`config.mk`:
```
export PLATFORM = sky130hd
export DESIGN_NAME = pr_bus_arbiter
export DESIGN_NICKNAME = d
export VERILOG_FILES = /design/src/rtl/pr_bus_arbiter_pkg.sv /design/src/rtl/pr_bus_arbiter_addr_decode.sv /design/src/rtl/pr_bus_arbiter.sv
export SDC_FILE = /design/constraint.sdc
export NUM_CORES = 1
export LEC_CHECK = 0
export CORE_ASPECT_RATIO = 0.75
export CORE_MARGIN = 2
export CORE_UTILIZATION = 36
export CTS_CLUSTER_SIZE = 24
export DETAILED_ROUTE_END_ITERATION = 8
export PLACE_DENSITY = 0.76
export SYNTH_ARGS = -nofsm -noshare
export SYNTH_HDL_FRONTEND = slang
export SYNTH_SLANG_ARGS = --single-unit
```
`constraint.sdc`:
```
create_clock -name i_clk -period 1.8 [get_ports i_clk]
set_input_delay 0.36 -clock i_clk [delete_from_list [all_inputs] [get_ports i_clk]]
set_output_delay 0.36 -clock i_clk [all_outputs]
set_load 0.05 [all_outputs]
```
`src/rtl/pr_bus_arbiter_pkg.sv`:
```
// Shared types and defaults for the peripheral bus arbiter: FSM encoding,
// master ids, default device windows and address helpers.
package pr_bus_arbiter_pkg;

  typedef enum logic [1:0] {
    ST_IDLE = 2'd0,
    ST_WAIT = 2'd1,
    ST_RESP = 2'd2
  } state_t;

  localparam logic MID_M0 = 1'b0;
  localparam logic MID_M1 = 1'b1;

  localparam logic [31:0] DEV0_BASE_DEF  = 32'h0000_7F00;
  localparam logic [31:0] DEV0_LIMIT_DEF = 32'h0000_7F0B;
  localparam logic [31:0] DEV1_BASE_DEF  = 32'h0000_7F10;
  localparam logic [31:0] DEV1_LIMIT_DEF = 32'h0000_7F1B;
  localparam int unsigned TIMEOUT_DEF    = 15;

  // Device-side address is always the containing word.
  function automatic logic [31:0] word_addr(input logic [31:0] a);
    return {a[31:2], 2'b00};
  endfunction

endpackage

```
`src/rtl/pr_bus_arbiter_addr_decode.sv`:
```
// Combinational address decode: inclusive window hits for both devices
// plus a word-misalignment flag.
module pr_addr_decode
  import pr_bus_arbiter_pkg::*;
#(
  parameter logic [31:0] DEV0_BASE  = DEV0_BASE_DEF,
  parameter logic [31:0] DEV0_LIMIT = DEV0_LIMIT_DEF,
  parameter logic [31:0] DEV1_BASE  = DEV1_BASE_DEF,
  parameter logic [31:0] DEV1_LIMIT = DEV1_LIMIT_DEF
) (
  input  logic [31:0] i_addr,
  output logic        o_hit0_c,
  output logic        o_hit1_c,
  output logic        o_misaligned_c
);

  assign o_hit0_c       = (i_addr >= DEV0_BASE) && (i_addr <= DEV0_LIMIT);
  assign o_hit1_c       = (i_addr >= DEV1_BASE) && (i_addr <= DEV1_LIMIT);
  assign o_misaligned_c = (i_addr[1:0] != 2'b00);

endmodule

```
`src/rtl/pr_bus_arbiter.sv`:
```
// Two-master round-robin arbiter for the peripheral bus with address decode,
// device req/ack handshake, timeout and error return to the winning master.
module pr_bus_arbiter
  import pr_bus_arbiter_pkg::*;
#(
  parameter logic [31:0] DEV0_BASE  = DEV0_BASE_DEF,
  parameter logic [31:0] DEV0_LIMIT = DEV0_LIMIT_DEF,
  parameter logic [31:0] DEV1_BASE  = DEV1_BASE_DEF,
  parameter logic [31:0] DEV1_LIMIT = DEV1_LIMIT_DEF,
  parameter int unsigned TIMEOUT    = TIMEOUT_DEF
) (
  input  logic        i_clk,
  input  logic        i_reset,
  input  logic        i_m0_req,
  input  logic [31:0] i_m0_addr,
  input  logic [31:0] i_m0_wd,
  input  logic        i_m0_we,
  output logic        o_m0_ack,
  output logic        o_m0_err,
  output logic [31:0] o_m0_rd,
  input  logic        i_m1_req,
  input  logic [31:0] i_m1_addr,
  input  logic [31:0] i_m1_wd,
  input  logic        i_m1_we,
  output logic        o_m1_ack,
  output logic        o_m1_err,
  output logic [31:0] o_m1_rd,
  output logic [1:0]  o_dev_sel,
  output logic [31:0] o_dev_addr,
  output logic [31:0] o_dev_wd,
  output logic        o_dev_we,
  input  logic [1:0]  i_dev_ack,
  input  logic [31:0] i_dev0_rd,
  input  logic [31:0] i_dev1_rd,
  output logic        o_busy
);

  localparam int unsigned CNT_W = (TIMEOUT > 1) ? $clog2(TIMEOUT) : 1;

  state_t             r_state;
  logic               r_last_grant;
  logic               r_win;
  logic               r_we;
  logic [CNT_W-1:0]   r_cnt;
  logic [1:0]         r_ack;
  logic [1:0]         r_err;
  logic [31:0]        r_rd0;
  logic [31:0]        r_rd1;
  logic [1:0]         r_dev_sel;
  logic [31:0]        r_dev_addr;
  logic [31:0]        r_dev_wd;
  logic               r_dev_we;
  logic               r_busy;

  logic               w_win;
  logic [31:0]        w_addr;
  logic [31:0]        w_wd;
  logic               w_we;
  logic               w_hit0;
  logic               w_hit1;
  logic               w_misaligned;
  logic               w_dec_ok;
  logic               w_sel_ack;
  logic [31:0]        w_sel_rd;
  logic [31:0]        w_resp_rd;

  // Round-robin: on contention the master that did not win last time goes.
  assign w_win  = (i_m0_req && i_m1_req) ? ~r_last_grant : i_m1_req;
  assign w_addr = w_win ? i_m1_addr : i_m0_addr;
  assign w_wd   = w_win ? i_m1_wd   : i_m0_wd;
  assign w_we   = w_win ? i_m1_we   : i_m0_we;

  pr_addr_decode #(
    .DEV0_BASE  (DEV0_BASE),
    .DEV0_LIMIT (DEV0_LIMIT),
    .DEV1_BASE  (DEV1_BASE),
    .DEV1_LIMIT (DEV1_LIMIT)
  ) u_decode (
    .i_addr         (w_addr),
    .o_hit0_c       (w_hit0),
    .o_hit1_c       (w_hit1),
    .o_misaligned_c (w_misaligned)
  );

  assign w_dec_ok  = !w_misaligned && (w_hit0 || w_hit1);
  assign w_sel_ack = |(i_dev_ack & r_dev_sel);
  assign w_sel_rd  = r_dev_sel[0] ? i_dev0_rd : i_dev1_rd;
  assign w_resp_rd = r_we ? 32'h0 : w_sel_rd;

  always_ff @(posedge i_clk or negedge i_reset) begin
    if (!i_reset) begin
      r_state      <= ST_IDLE;
      r_last_grant <= MID_M1;
      r_win        <= MID_M0;
      r_we         <= 1'b0;
      r_cnt        <= '0;
      r_ack        <= 2'b00;
      r_err        <= 2'b00;
      r_rd0        <= 32'h0;
      r_rd1        <= 32'h0;
      r_dev_sel    <= 2'b00;
      r_dev_addr   <= 32'h0;
      r_dev_wd     <= 32'h0;
      r_dev_we     <= 1'b0;
      r_busy       <= 1'b0;
    end else begin
      case (r_state)
        ST_IDLE: begin
          if (i_m0_req || i_m1_req) begin
            r_win  <= w_win;
            r_we   <= w_we;
            r_busy <= 1'b1;
            if (w_dec_ok) begin
              r_state    <= ST_WAIT;
              r_cnt      <= '0;
              r_dev_sel  <= w_hit0 ? 2'b01 : 2'b10;
              r_dev_addr <= word_addr(w_addr);
              r_dev_wd   <= w_wd;
              r_dev_we   <= w_we;
            end else begin
              // Decode miss or misalignment: answer without touching a device.
              r_state      <= ST_RESP;
              r_ack[w_win] <= 1'b1;
              r_err[w_win] <= 1'b1;
            end
          end
        end
        ST_WAIT: begin
          if (w_sel_ack) begin
            r_state      <= ST_RESP;
            r_ack[r_win] <= 1'b1;
            r_err[r_win] <= 1'b0;
            r_dev_sel    <= 2'b00;
            r_dev_we     <= 1'b0;
            if (r_win == MID_M0) r_rd0 <= w_resp_rd;
            else                 r_rd1 <= w_resp_rd;
          end else if (r_cnt == CNT_W'(TIMEOUT - 1)) begin
            r_state      <= ST_RESP;
            r_ack[r_win] <= 1'b1;
            r_err[r_win] <= 1'b1;
            r_dev_sel    <= 2'b00;
            r_dev_we     <= 1'b0;
          end else begin
            r_cnt <= r_cnt + 1'b1;
          end
        end
        ST_RESP: begin
          r_state      <= ST_IDLE;
          r_last_grant <= r_win;
          r_ack        <= 2'b00;
          r_err        <= 2'b00;
          r_rd0        <= 32'h0;
          r_rd1        <= 32'h0;
          r_busy       <= 1'b0;
        end
        default: r_state <= ST_IDLE;
      endcase
    end
  end

  assign o_m0_ack   = r_ack[0];
  assign o_m0_err   = r_err[0];
  assign o_m0_rd    = r_rd0;
  assign o_m1_ack   = r_ack[1];
  assign o_m1_err   = r_err[1];
  assign o_m1_rd    = r_rd1;
  assign o_dev_sel  = r_dev_sel;
  assign o_dev_addr = r_dev_addr;
  assign o_dev_wd   = r_dev_wd;
  assign o_dev_we   = r_dev_we;
  assign o_busy     = r_busy;

endmodule

```
* Word level (Yosys, flattened, before mapping)
Index checks and enable logic that the tools add are counted.
** Word-level totals
- Register bits :: 143
- Input bits :: 200
- Output and inout port bits :: 136
- Logic and storage cells :: 117
** Operators by class
- Add/subtract/negate cells :: 1
- Order comparisons :: 8
- Equality and inequality tests :: 12
- Mux-type cells :: 49
- Bitwise logic cells :: 8
- Reductions and logical operators :: 25
** Operators with widths (count)
- 32-bit two-way mux :: 8
- 32-bit one-hot mux with 2 select lines :: 2
- 32-bit by 15-bit >= comparator with 1-bit output (second input constant) :: 2
- 32-bit by 15-bit less-or-equal comparator with 1-bit output (second input constant) :: 2
- 2-bit two-way mux :: 17
- 4-bit two-way mux :: 4
- 2-bit != test (second input constant) :: 8
- 2-bit one-hot mux with 3 select lines :: 2
- 1-bit two-way mux :: 9
- 3-bit AND reduction :: 3
- 2-bit OR :: 4
- 2-bit one-hot mux with 2 select lines :: 2
- 4-bit one-hot mux with 2 select lines :: 1
- 4-bit AND reduction :: 2
- 2-bit nonzero test :: 4
- 1-bit logical AND :: 6
- 2-bit AND reduction :: 3
- 5-bit AND reduction :: 1
- 4-bit by 1-bit adder with 4-bit output (second input constant) :: 1
- 2-bit AND :: 2
- 4-bit equality test (second input constant) :: 1
- 1-bit by 2-bit less-than comparator with 1-bit output (second input constant) :: 2
- 1-bit one-hot mux with 2 select lines :: 2
- 3-bit != test (second input constant) :: 1
- other kinds (11) :: 14

* Longest topological paths before layout
Gate-level depths: netlist of run 1.
- Depth after elaboration :: 10
- Gate-level depth with buffers :: 9

* Hierarchy
A second synthesis of run 1 with hierarchy kept.
** Second synthesis, totals
- Cells, all modules :: 630
- Area total of the unflattened synthesis :: 7000.5 um^2
** By module, submodules not included
- pr_bus_arbiter :: times used 1, cells an instance 613, area an instance 6871.6 um^2, seq. area each 3579.7 um^2
- pr_addr_decode :: times used 1, cells an instance 17, area an instance 128.9 um^2, seq. area each 0.0 um^2

* Worst setup path before layout of run 1
No wires, ideal clock.
- Kind :: register -> register
- Start point :: reg r_dev_sel[0], in the netlist o_dev_sel[0]
- End point :: reg r_rd0[0], in the netlist o_m0_rd[0]
- Setup time :: 125 ps
- Arrival :: 1992 ps
- Required time :: 1675 ps
- Setup slack :: -316 ps
- Stages on the path, launching flop included :: 6
- Clock period less this slack :: 2116 ps
- Cell sequence :: dfrtp_1 > buf_2 > a22o_1 > a31oi_1 > buf_2 > mux2_2
** On the way
- Word-level cells in the longest chain between the ends :: 5
- Elaborated cells between the ends (all ways) :: 9
- Classes of those cells :: eq/ne: 1; mux: 5; bitwise: 1; reduce/logical: 2
** RTL lines
- start: declaration :: line pr_bus_arbiter.sv:49 : logic [1:0] r_dev_sel;
- start signal: assignment :: line pr_bus_arbiter.sv:116 : r_dev_sel <= w_hit0 ? 2'b01 : 2'b10;
- 32-bit two-way mux :: line pr_bus_arbiter.sv:87 : assign w_sel_rd = r_dev_sel[0] ? i_dev0_rd : i_dev1_rd;
- 32-bit two-way mux :: line pr_bus_arbiter.sv:88 : assign w_resp_rd = r_we ? 32'h0 : w_sel_rd;
- 32-bit two-way mux :: line pr_bus_arbiter.sv:135 : if (r_win == MID_M0) r_rd0 <= w_resp_rd;
- 32-bit two-way mux :: line pr_bus_arbiter.sv:129 : if (w_sel_ack) begin
- 32-bit one-hot mux with 2 select lines :: line pr_bus_arbiter.sv:107 : case (r_state)
- end signal: assignment :: line pr_bus_arbiter.sv:135
- end: declaration :: line pr_bus_arbiter.sv:47 : logic [31:0] r_rd0;
Several ways; a longest one is shown, not always the timed one. The select of a mux whose other input is x is not followed.
A chain may end at the register's enable or synchronous reset.

* Worst setup path after layout of run 1
- Start point :: in i_m1_req
- End point :: reg r_cnt[2]
** On the way
- Word-level cells in the longest chain between the ends :: 9
- Elaborated cells between the ends (all ways) :: 17
- Classes of those cells :: order compare: 4; eq/ne: 2; mux: 2; reduce/logical: 9
** RTL lines
- start: declaration :: line pr_bus_arbiter.sv:21 : input logic i_m1_req,
- 1-bit logical AND :: line pr_bus_arbiter.sv:68 : assign w_win = (i_m0_req && i_m1_req) ? ~r_last_grant : i_m1_req;
- 1-bit two-way mux :: line pr_bus_arbiter.sv:68
- 32-bit two-way mux :: line pr_bus_arbiter.sv:69 : assign w_addr = w_win ? i_m1_addr : i_m0_addr;
- 32-bit by 15-bit >= comparator with 1-bit output (tied with other cells) :: line pr_bus_arbiter_addr_decode.sv:17 : assign o_hit0_c = (i_addr >= DEV0_BASE) && (i_addr <= DEV0_LIMIT);
- 1-bit logical AND (on tied branches) :: line pr_bus_arbiter_addr_decode.sv:17, pr_bus_arbiter_addr_decode.sv:18
- 1-bit logical OR :: line pr_bus_arbiter.sv:85 : assign w_dec_ok = !w_misaligned && (w_hit0 || w_hit1);
- 1-bit logical AND :: line pr_bus_arbiter.sv:85
- 2-bit != test (no line)
- 5-bit AND reduction (no line) (*)
- end signal: assignment :: line pr_bus_arbiter.sv:144 : r_cnt <= r_cnt + 1'b1;
- end: declaration :: line pr_bus_arbiter.sv:44 : logic [CNT_W-1:0] r_cnt;
Mark *: on every way between the ends. The rest lies on a longest branch, timed or not.

==> flow_metrics.tcl, run 1 <==
set metrics [dict create \
    cap_violations 0 \
    die-area_sq_um 19400 \
    ys.flop_type "dfrtp_1" \
    timing.hold.ws_ns 0.401 \
    violations "setup timing" \
    p_total_mw 14.5 \
    utilization 0.633 \
    clock_path_buffers 2 \
    drive_gt1_frac 0.353 \
    setup_slack_ns -0.201 \
    ant_nets 0 \
    syn_to_final_growth_pct 71.0 \
    synth-edff-count 0 \
    n_fill_cell 1461 \
    critPathRequiredTime_ns 2.08 \
    slew_violations 0 \
    cp_data_arrival_time_ns 2.28 \
    cts-htree-levels 4 \
    critical_path_class "primary input to flop" \
    nets 1135 \
    status "complete, but fails checks" \
    yosysSeqAreaShare 0.543 \
    die_w_microns 160 \
    totalWireLength_mm 20.2 \
    io_pins 336 \
    post-place-ws_ns -0.657 \
    vias 5717 \
    grt_start_max_net_pins 71 \
    root_buffer "clkbuf_16" \
    end_kind "flop" \
    multi_input_area_sq_um 3070 \
    hold_viol 0 \
    yosys_warnings 0 \
    dr.pass1.iters 4 \
    setup_violations 74 \
    cts.sinks 143 \
    gr-total-overflow 0 \
    cp-start-kind "primary input" \
    path_max_fanout 7 \
    rows 42 \
    drc 0 \
    grt_pass1_vias 5567 \
    cts_tree "yes" \
    period_needed_ns 2.00 \
    grt_pass1_wl_mm 29.3 \
    power_leakage_nw 5.36 \
    dp_hpwl_mm 14.3 \
    hp-class "primary input to asynchronous set/reset pin" \
    max_freq_ghz 0.500 \
    postSynthAreaPerCell_sq_um 11.8 \
    antenna_found_initial 0 \
    antenna_cells 0 \
    clkLatencyLatePin_ns 0.42 \
    numCtsBuffers 17 \
    vias_per_cell 4.82 \
    synth-async-reset-ratio 1.00 \
    ys_types 51 \
    fin_area_sq_um 11300 \
    grt_util_all_layers 0.192 \
    initialDrtViolationCount 309 \
    coreArea_sq_um 17800 \
    port_buffers 333 \
    syn_area_sq_um 6600 \
    place.gp.congestion 0.806 \
    dpl_cell_area_sq_um 10200 \
    drt-wirelength-per-cell_microns 17.1 \
    fp.dieH_microns 121 \
    ir_drop_mv 0.869 \
    finalClockSkew_ns 0.0142 \
    initial_core_util 0.370 \
    clk_pin_slew_ns 0.07 \
    synthCells 558 \
    power_density_nw_per_um2 1280 \
    rsz0062_at_grt "yes" \
    finalCritPeriodShare 1.11 \
    synth_seq_cells 143 \
    seq_area_sq_um 3580 \
]
-- sequential cells by signal, indices dropped and copies added, names as in the netlist --
register,flops
o_dev_addr,30
r_we,1
o_m0_rd,32
o_dev_sel,2
r_last_grant,1
r_win,1
o_m1_rd,32
o_busy,1
r_err,2
o_dev_wd,32
r_state,2
r_cnt,4
r_ack,2
o_dev_we,1
-- power by group --
part | total (mW) | switching, mW | internal [mW]
Clock | 3.53 | 1.43 | 2.11
Sequential | 4.26 | 0.377 | 3.89
Combinational | 6.68 | 3.98 | 2.70
-- path summary, 6_finish.rpt --
check	from	endpoint	slack [ns]	cells past startpoint
worst max-delay path	i_m1_req	r_cnt[2]$_DFFE_PN0P_	-0.20	8
max in group asynchronous	i_reset	o_dev_addr[6]$_DFFE_PN0P_	0.83	3
worst max register to register	r_last_grant$_DFFE_PN1P_	r_cnt[2]$_DFFE_PN0P_	-0.18	7
worst min-delay path	i_reset	o_dev_addr[9]$_DFFE_PN0P_	0.40	2
min in group i_clk	o_dev_addr[12]$_DFFE_PN0P_	o_dev_addr[12]$_DFFE_PN0P_	0.47	1
worst min register to register	o_dev_addr[12]$_DFFE_PN0P_	o_dev_addr[12]$_DFFE_PN0P_	0.47	1
-- critical path, cell delays in order --
cell,delay [ns]
clkdlybuf4s50_1,0.49
a21boi_2,0.26
nand4_1,0.17
a22oi_4,0.34
nand3_4,0.15
buf_12,0.18
a221oi_2,0.24
a311oi_1,0.08
-- placed cells by master, fill, tap and decap left out, types with 3 or more instances in the layout --
cell / count
a21oi_1: 3
nand2b_1: 7
nand3_1: 6
o21ai_0: 27
o21ai_1: 10
nor2_1: 39
inv_6: 3
inv_1: 4
buf_6: 7
a31oi_4: 3
mux2_4: 8
clkdlybuf4s50_1: 194
clkinvlp_4: 4
clkbuf_16: 23
mux2_2: 58
nor4_2: 5
a221o_1: 3
clkinv_4: 3
buf_4: 162
and2_1: 16
nand4_1: 7
buf_12: 10
and2_4: 6
dfrtp_1: 141
nand2_2: 3
mux2i_1: 69
ha_1: 3
nand2_1: 41
nor3b_1: 4
a21o_1: 3
dlymetal6s2s_1: 4
a31oi_1: 9
nor3_1: 3
-- per-stage QoR --
stage / TNS (ns) / instances
floorplan: -0.464 / 559
global placement: -52.94 / 1136
detailed placement: -53.11 / 1136
CTS: -7.98 / 1172
global route: -16.69 / 1185
finish: -11.39 / 1185
-- logic make-up (layout without fill, tap and decap cells) --
group	count (synthesis)	count (layout)	share of synthesized area
and+or+nand+nor	157	157	0.122
DFF	143	143	0.543
muxes	137	137	0.222
AOI/OAI and AO/OA	74	74	0.0736
buffers and inverters	41	425	0.0294
adders and majority gates	5	5	0.00949
other	1	2	0.000569
-- cell usage after synthesis (2+ instances only) --
cell	instances	area share
inv_1	6	0.0034
nor4_1	4	0.0038
dfrtp_1	142	0.54
nand2b_1	7	0.0066
or2_2	2	0.0019
buf_4	3	0.0034
and2_1	22	0.021
a21bo_2	2	0.0030
o21ai_0	38	0.029
buf_2	11	0.0083
ha_1	5	0.0095
nor3b_1	4	0.0046
mux2_2	66	0.11
a221o_1	3	0.0046
nand2_1	45	0.026
buf_6	2	0.0034
nor2_1	41	0.023
nor4b_1	2	0.0027
a21oi_1	3	0.0023
and4_1	2	0.0027
a31oi_2	2	0.0038
clkbuf_1	18	0.010
nand3_1	7	0.0053
nand4_1	7	0.0066
mux2i_1	70	0.11
nor4_2	2	0.0038
a21o_1	3	0.0034
nor2b_1	2	0.0019
nor4bb_1	2	0.0030
a31oi_1	11	0.010
nor3_1	4	0.0030
-- metal layers --
| layer | up-vias | track usage | routed length [microns] |
|---|---|---|---|
| li1 | 2722 | - | - |
| met1 | 2735 | 0.238 | 8810 |
| met2 | 230 | 0.317 | 9500 |
| met3 | 30 | 0.0660 | 1610 |
| met4 | 0 | 0.0636 | 323 |
| met5 | - | 0 | 0 |
-- repair_timing --
action | 4_1_cts | 5_1_grt
endpoints found under the setup margin | 67 | 138
gates resized for setup | 25 | 34
pin swaps | 8 | 6
endpoints found under the hold margin | 27 | 0
gates cloned | 0 | 9
hold buffers | 1 | 0
buffers inserted | 3 | 4
-- area by class of cell --
class / instances / share of cell area
Multi-Input combinational cell: 375 / 0.272
Timing Repair Buffer: 387 / 0.329
Sequential cell: 143 / 0.318
Inverter: 6 / 0.00200
Clock inverter: 13 / 0.0136
Clock buffer: 19 / 0.0393
Tap cell: 242 / 0.0269
Power figures use the tool's default switching activity.
==> run 2, diff against run 1 <==
CELL_PAD_IN_SITES_DETAIL_PLACEMENT = 0   (was not set)
CELL_PAD_IN_SITES_GLOBAL_PLACEMENT = 2   (was not set)
CORE_UTILIZATION = 22   (was 36)
PLACE_DENSITY = not set   (was 0.76)
PLACE_DENSITY_LB_ADDON = 0.1   (was not set)
==> flow_metrics.tcl, run 2 (synthesis gave the netlist of run 1 again) <==
set metrics [dict create \
    io_pins 336 \
    rsz0062_at_grt "yes" \
    period_needed_ns 1.98 \
    hold_viol 0 \
    fp.dieH_microns 154 \
    vias 5704 \
    die-area_sq_um 31400 \
    grt_pass1_vias 6093 \
    end_kind "flop" \
    gr-total-overflow 0 \
    coreArea_sq_um 29300 \
    antenna_found_initial 0 \
    cts_tree "yes" \
    setup_violations 64 \
    slew_violations 0 \
    power_leakage_nw 5.39 \
    ir_drop_mv 0.723 \
    ant_nets 0 \
    root_buffer "clkbuf_16" \
    max_freq_ghz 0.505 \
    seq_area_sq_um 3580 \
    power_density_nw_per_um2 1270 \
    rows 54 \
    die_w_microns 204 \
    path_max_fanout 4 \
    dp_hpwl_mm 16.5 \
    cts-htree-levels 4 \
    totalWireLength_mm 22.9 \
    initialDrtViolationCount 176 \
    cap_violations 0 \
    vias_per_cell 4.26 \
    drc 0 \
    port_buffers 333 \
    numCtsBuffers 17 \
    fin_area_sq_um 11600 \
    syn_to_final_growth_pct 75.2 \
    p_total_mw 14.6 \
    drt-wirelength-per-cell_microns 17.1 \
    dpl_cell_area_sq_um 10400 \
    post-place-ws_ns -0.707 \
    cts.sinks 143 \
    post-place-cells 1290 \
    cp-start-kind "flop" \
    layout.cells.non_filler 1340 \
    multi_input_area_sq_um 3120 \
    clk_pin_slew_ns 0.06 \
    dr.pass1.iters 6 \
    hp-class "primary input to asynchronous set/reset pin" \
    violations "setup timing" \
    critPathRequiredTime_ns 2.10 \
    critical_path_class "flop to flop" \
    finalClockSkew_ns 0.0105 \
    clkLatencyLatePin_ns 0.42 \
    antenna_cells 0 \
    setup_slack_ns -0.182 \
    n_fill_cell 2856 \
    drive_gt1_frac 0.374 \
    grt_util_all_layers 0.140 \
    layout_commonest_cell "clkdlybuf4s50_1" \
    grt_start_max_net_pins 44 \
    initial_core_util 0.225 \
    finalCritPeriodShare 1.10 \
    grt_pass1_wl_mm 34.0 \
    status "complete, but fails checks" \
    nets 1140 \
    clock_path_buffers 2 \
    layout_common_cells "clkdlybuf4s50_1, buf_4, dfrtp_1" \
    place.gp.congestion 0.763 \
    cp_data_arrival_time_ns 2.29 \
]
==> run 2: cell count changes in the layout (fill, tap and decap cells not counted), sizes merged, moves of 3 or more <==
cell	delta
inv	-3
dlygate4sd2	+7
clkinvlp	-3
buf	+6
clkinv	+5
dlymetal6s2s	-3
clkdlybuf4s50	-4
==> run 2: path summary, 6_finish.rpt <==
path,start,cells past startpoint,endpoint,slack (ns)
worst max-delay path,r_last_grant$_DFFE_PN1P_,7,o_dev_we$_DFFE_PN0P_,-0.18
worst min-delay path,i_reset,2,o_dev_addr[22]$_DFFE_PN0P_,0.39
worst max register to register,r_last_grant$_DFFE_PN1P_,7,o_dev_we$_DFFE_PN0P_,-0.18
worst min register to register,o_dev_addr[13]$_DFFE_PN0P_,1,o_dev_addr[13]$_DFFE_PN0P_,0.46
max in group asynchronous,i_reset,3,o_dev_wd[25]$_DFFE_PN0P_,0.81
min in group i_clk,o_dev_addr[13]$_DFFE_PN0P_,1,o_dev_addr[13]$_DFFE_PN0P_,0.46
==> run 2: final cells by class <==
class / count / area share
inverter: 6 / 0.00195
timing repair buffer: 392 / 0.324
multi-input combinational: 375 / 0.270
tap: 392 / 0.0424
clock buffer: 19 / 0.0375
clock inverter: 13 / 0.0143
sequential: 143 / 0.310
==> run 2: per-stage QoR <==
stage          TNS, ns  utilization  hold slack (ns)
2_1_floorplan   -0.464            -           0.0644
3_3_place_gp    -60.14        0.357            0.267
3_5_place_dp    -65.58        0.357            0.271
4_1_cts          -8.18        0.383            0.390
5_1_grt         -10.95        0.395            0.391
6_report         -5.52        0.395            0.394
==> run 2: layer usage <==
metal | share of wire | GRT usage
met5 | 0 | 0
met4 | 0.0092 | 0.0351
met1 | 0.43 | 0.167
met2 | 0.51 | 0.245
met3 | 0.054 | 0.0426
==> run 2: worst max-delay path, cell delays in order, from the launching register on <==
cell	delay [ns]
dfstp_2	0.54
a21bo_4	0.17
buf_12	0.11
mux2i_4	0.30
buf_6	0.15
nand2_2	0.06
a21o_1	0.20
a221o_1	0.34
==> run 2: what timing repair did <==
item / in CTS / in global routing
hold buffers: 1 / 0
pin swaps: 17 / 9
gates cloned: 1 / 7
setup endpoints to repair: 74 / 134
resized for setup: 26 / 69
buffers inserted: 7 / 3
hold endpoints to repair: 23 / 0
==> run 2: power by group <==
part           switching, mW  internal [mW]  total (mW)
Clock                   1.42           2.19        3.61
Combinational           4.06           2.69        6.75
Sequential             0.396           3.89        4.28
==> run 3, diff against run 2 <==
CORE_MARGIN = not set   (was 2)
==> flow_metrics.tcl, run 3 (synthesis gave the netlist of run 1 again) <==
set metrics [dict create \
    end_kind "flop" \
    grt_pass1_vias 6233 \
    coreArea_sq_um 29300 \
    grt_pass1_wl_mm 35.0 \
    r2r_end "o_dev_we$_DFFE_PN0P_" \
    critical_path_class "primary input to flop" \
    layout_common_cells "clkdlybuf4s50_1, buf_4, dfrtp_1" \
    p_switching_mw 5.89 \
    n_fill_cell 2830 \
    cp-start-kind "primary input" \
    root_buffer "clkbuf_16" \
    cap_violations 0 \
    rsz0062_at_grt "yes" \
    layout_commonest_cell "clkdlybuf4s50_1" \
    die-area_sq_um 30700 \
    setup_slack_ns -0.225 \
    period_needed_ns 2.02 \
    rr_startpoint "r_last_grant$_DFFE_PN1P_" \
    antenna_found_initial 1 \
    slowest_stage "clkdlybuf4s50_1" \
    clock_path_buffers 2 \
    power_density_nw_per_um2 1210 \
    dr.pass1.iters 4 \
    multi_input_area_sq_um 3250 \
    io_pins 336 \
    ant_nets 0 \
    die_w_microns 202 \
    cp_data_arrival_time_ns 2.33 \
    power_leakage_nw 5.56 \
    busiest_layer "met2" \
    clk_pin_slew_ns 0.06 \
    ir_drop_mv 0.656 \
    critPathRequiredTime_ns 2.10 \
    post-place-cells 1287 \
    max_stage_delay_ns 0.53 \
    layout.cells.non_filler 1350 \
    ff2ff_setup_slack_ns -0.19 \
    switching_share 0.411 \
    comb_power_share 0.470 \
    initialDrtViolationCount 147 \
    clockPowerShare 0.231 \
    grtUsageMet2 0.253 \
    cts-htree-levels 4 \
    hold_viol 0 \
    dp_hpwl_mm 16.2 \
    place.gp.congestion 0.793 \
    slew_violations 0 \
    path_max_fanout 3 \
    dpl_cell_area_sq_um 10400 \
    violations "setup timing" \
    rows 54 \
    antenna_cells 0 \
    numCtsBuffers 17 \
    met3_usage 0.0483 \
    fin_area_sq_um 11900 \
    grt.met1_usage 0.173 \
    setup_violations 74 \
    clkLatencyLatePin_ns 0.42 \
    grt_util_all_layers 0.147 \
    drc 0 \
    grt_start_max_net_pins 46 \
    totalWireLength_mm 23.3 \
    hp-class "primary input to asynchronous set/reset pin" \
    post-place-ws_ns -0.738 \
    drive_gt1_frac 0.407 \
    drt-wirelength-per-cell_microns 17.3 \
    fp.dieH_microns 152 \
    cts_tree "yes" \
    port_buffers 333 \
    syn_to_final_growth_pct 80.0 \
    intPower_mw 8.45 \
    max_freq_ghz 0.494 \
    finalClockSkew_ns 0.00816 \
    finalCritPeriodShare 1.12 \
    initial_core_util 0.225 \
    status "complete, but fails checks" \
    crit_path_cell_trace "clkdlybuf4s50_1 -> a21boi_4 -> nand4_1 -> a22oi_4 -> buf_4 -> nand2_2 -> a21o_1 -> a221o_1" \
    vias_per_cell 4.31 \
    seq_power_share 0.298 \
    nets 1151 \
    seq_area_sq_um 3580 \
    gr-total-overflow 0 \
    ff2ff_path_depth 8 \
    vias 5814 \
    cts.sinks 143 \
]
## run 3: what timing repair did
action                                  in CTS  in global routing
setup buffers                                8                 12
cloned                                       3                  9
endpoints found under the setup margin      74                138
pin swaps                                   15                 31
hold endpoints to repair                    31                  0
hold buffers                                 1                  0
gates resized for setup                     36                103
## run 3: cell type report
type | instances | area share
Timing Repair Buffer | 403 | 0.336
Sequential cell | 143 | 0.302
Multi-Input combinational cell | 375 | 0.273
Tap cell | 392 | 0.0413
Clock buffer | 18 | 0.0362
Clock inverter | 13 | 0.0100
Inverter | 6 | 0.00190
## run 3: stage by stage
stage                     utilization  hold WS [ns]  TNS, ns  power [mW]
after floorplan                     -        0.0644   -0.464        8.34
after global placement          0.356         0.291   -61.31        10.7
after detailed placement        0.356         0.298   -67.16        10.8
after CTS                       0.385         0.419    -6.56        14.2
after global routing            0.406         0.435   -17.49        15.1
final                           0.406         0.410   -10.24        14.3
## run 3: worst max-delay path, delay by kind of cell
family          cells  cell delay (ns)
simple gates        2             0.22
compound gates      4             1.05
buf+inv             2             0.69
## run 3: worst max path at each step
stage                                   from  slack (ns)                  endpoint
floorplan           o_dev_sel[0]$_DFFE_PN0P_       -0.09      r_cnt[3]$_DFFE_PN0P_
global placement               i_m1_addr[12]       -0.67  o_dev_sel[0]$_DFFE_PN0P_
detailed placement             i_m0_addr[30]       -0.74  o_dev_wd[11]$_DFFE_PN0P_
CTS                 r_last_grant$_DFFE_PN1P_       -0.14      r_cnt[3]$_DFFE_PN0P_
global route                   i_m0_addr[17]       -0.31  o_dev_wd[30]$_DFFE_PN0P_
finish                              i_m1_req       -0.22      o_dev_we$_DFFE_PN0P_
## run 3: power groups by stage
stage	registers, mW	clock network [mW]	logic [mW]
floorplan	6.45	0	1.89
global placement	4.31	0	6.37
detailed placement	4.33	0	6.43
CTS	4.29	3.44	6.48
global route	4.39	3.58	7.09
finish	4.28	3.32	6.75
## run 3: per-layer routing
metal	part of all wire	wire length, microns
met1	0.42	9790
met2	0.51	11900
met3	0.058	1360
met4	0.010	245
met5	0.00081	19
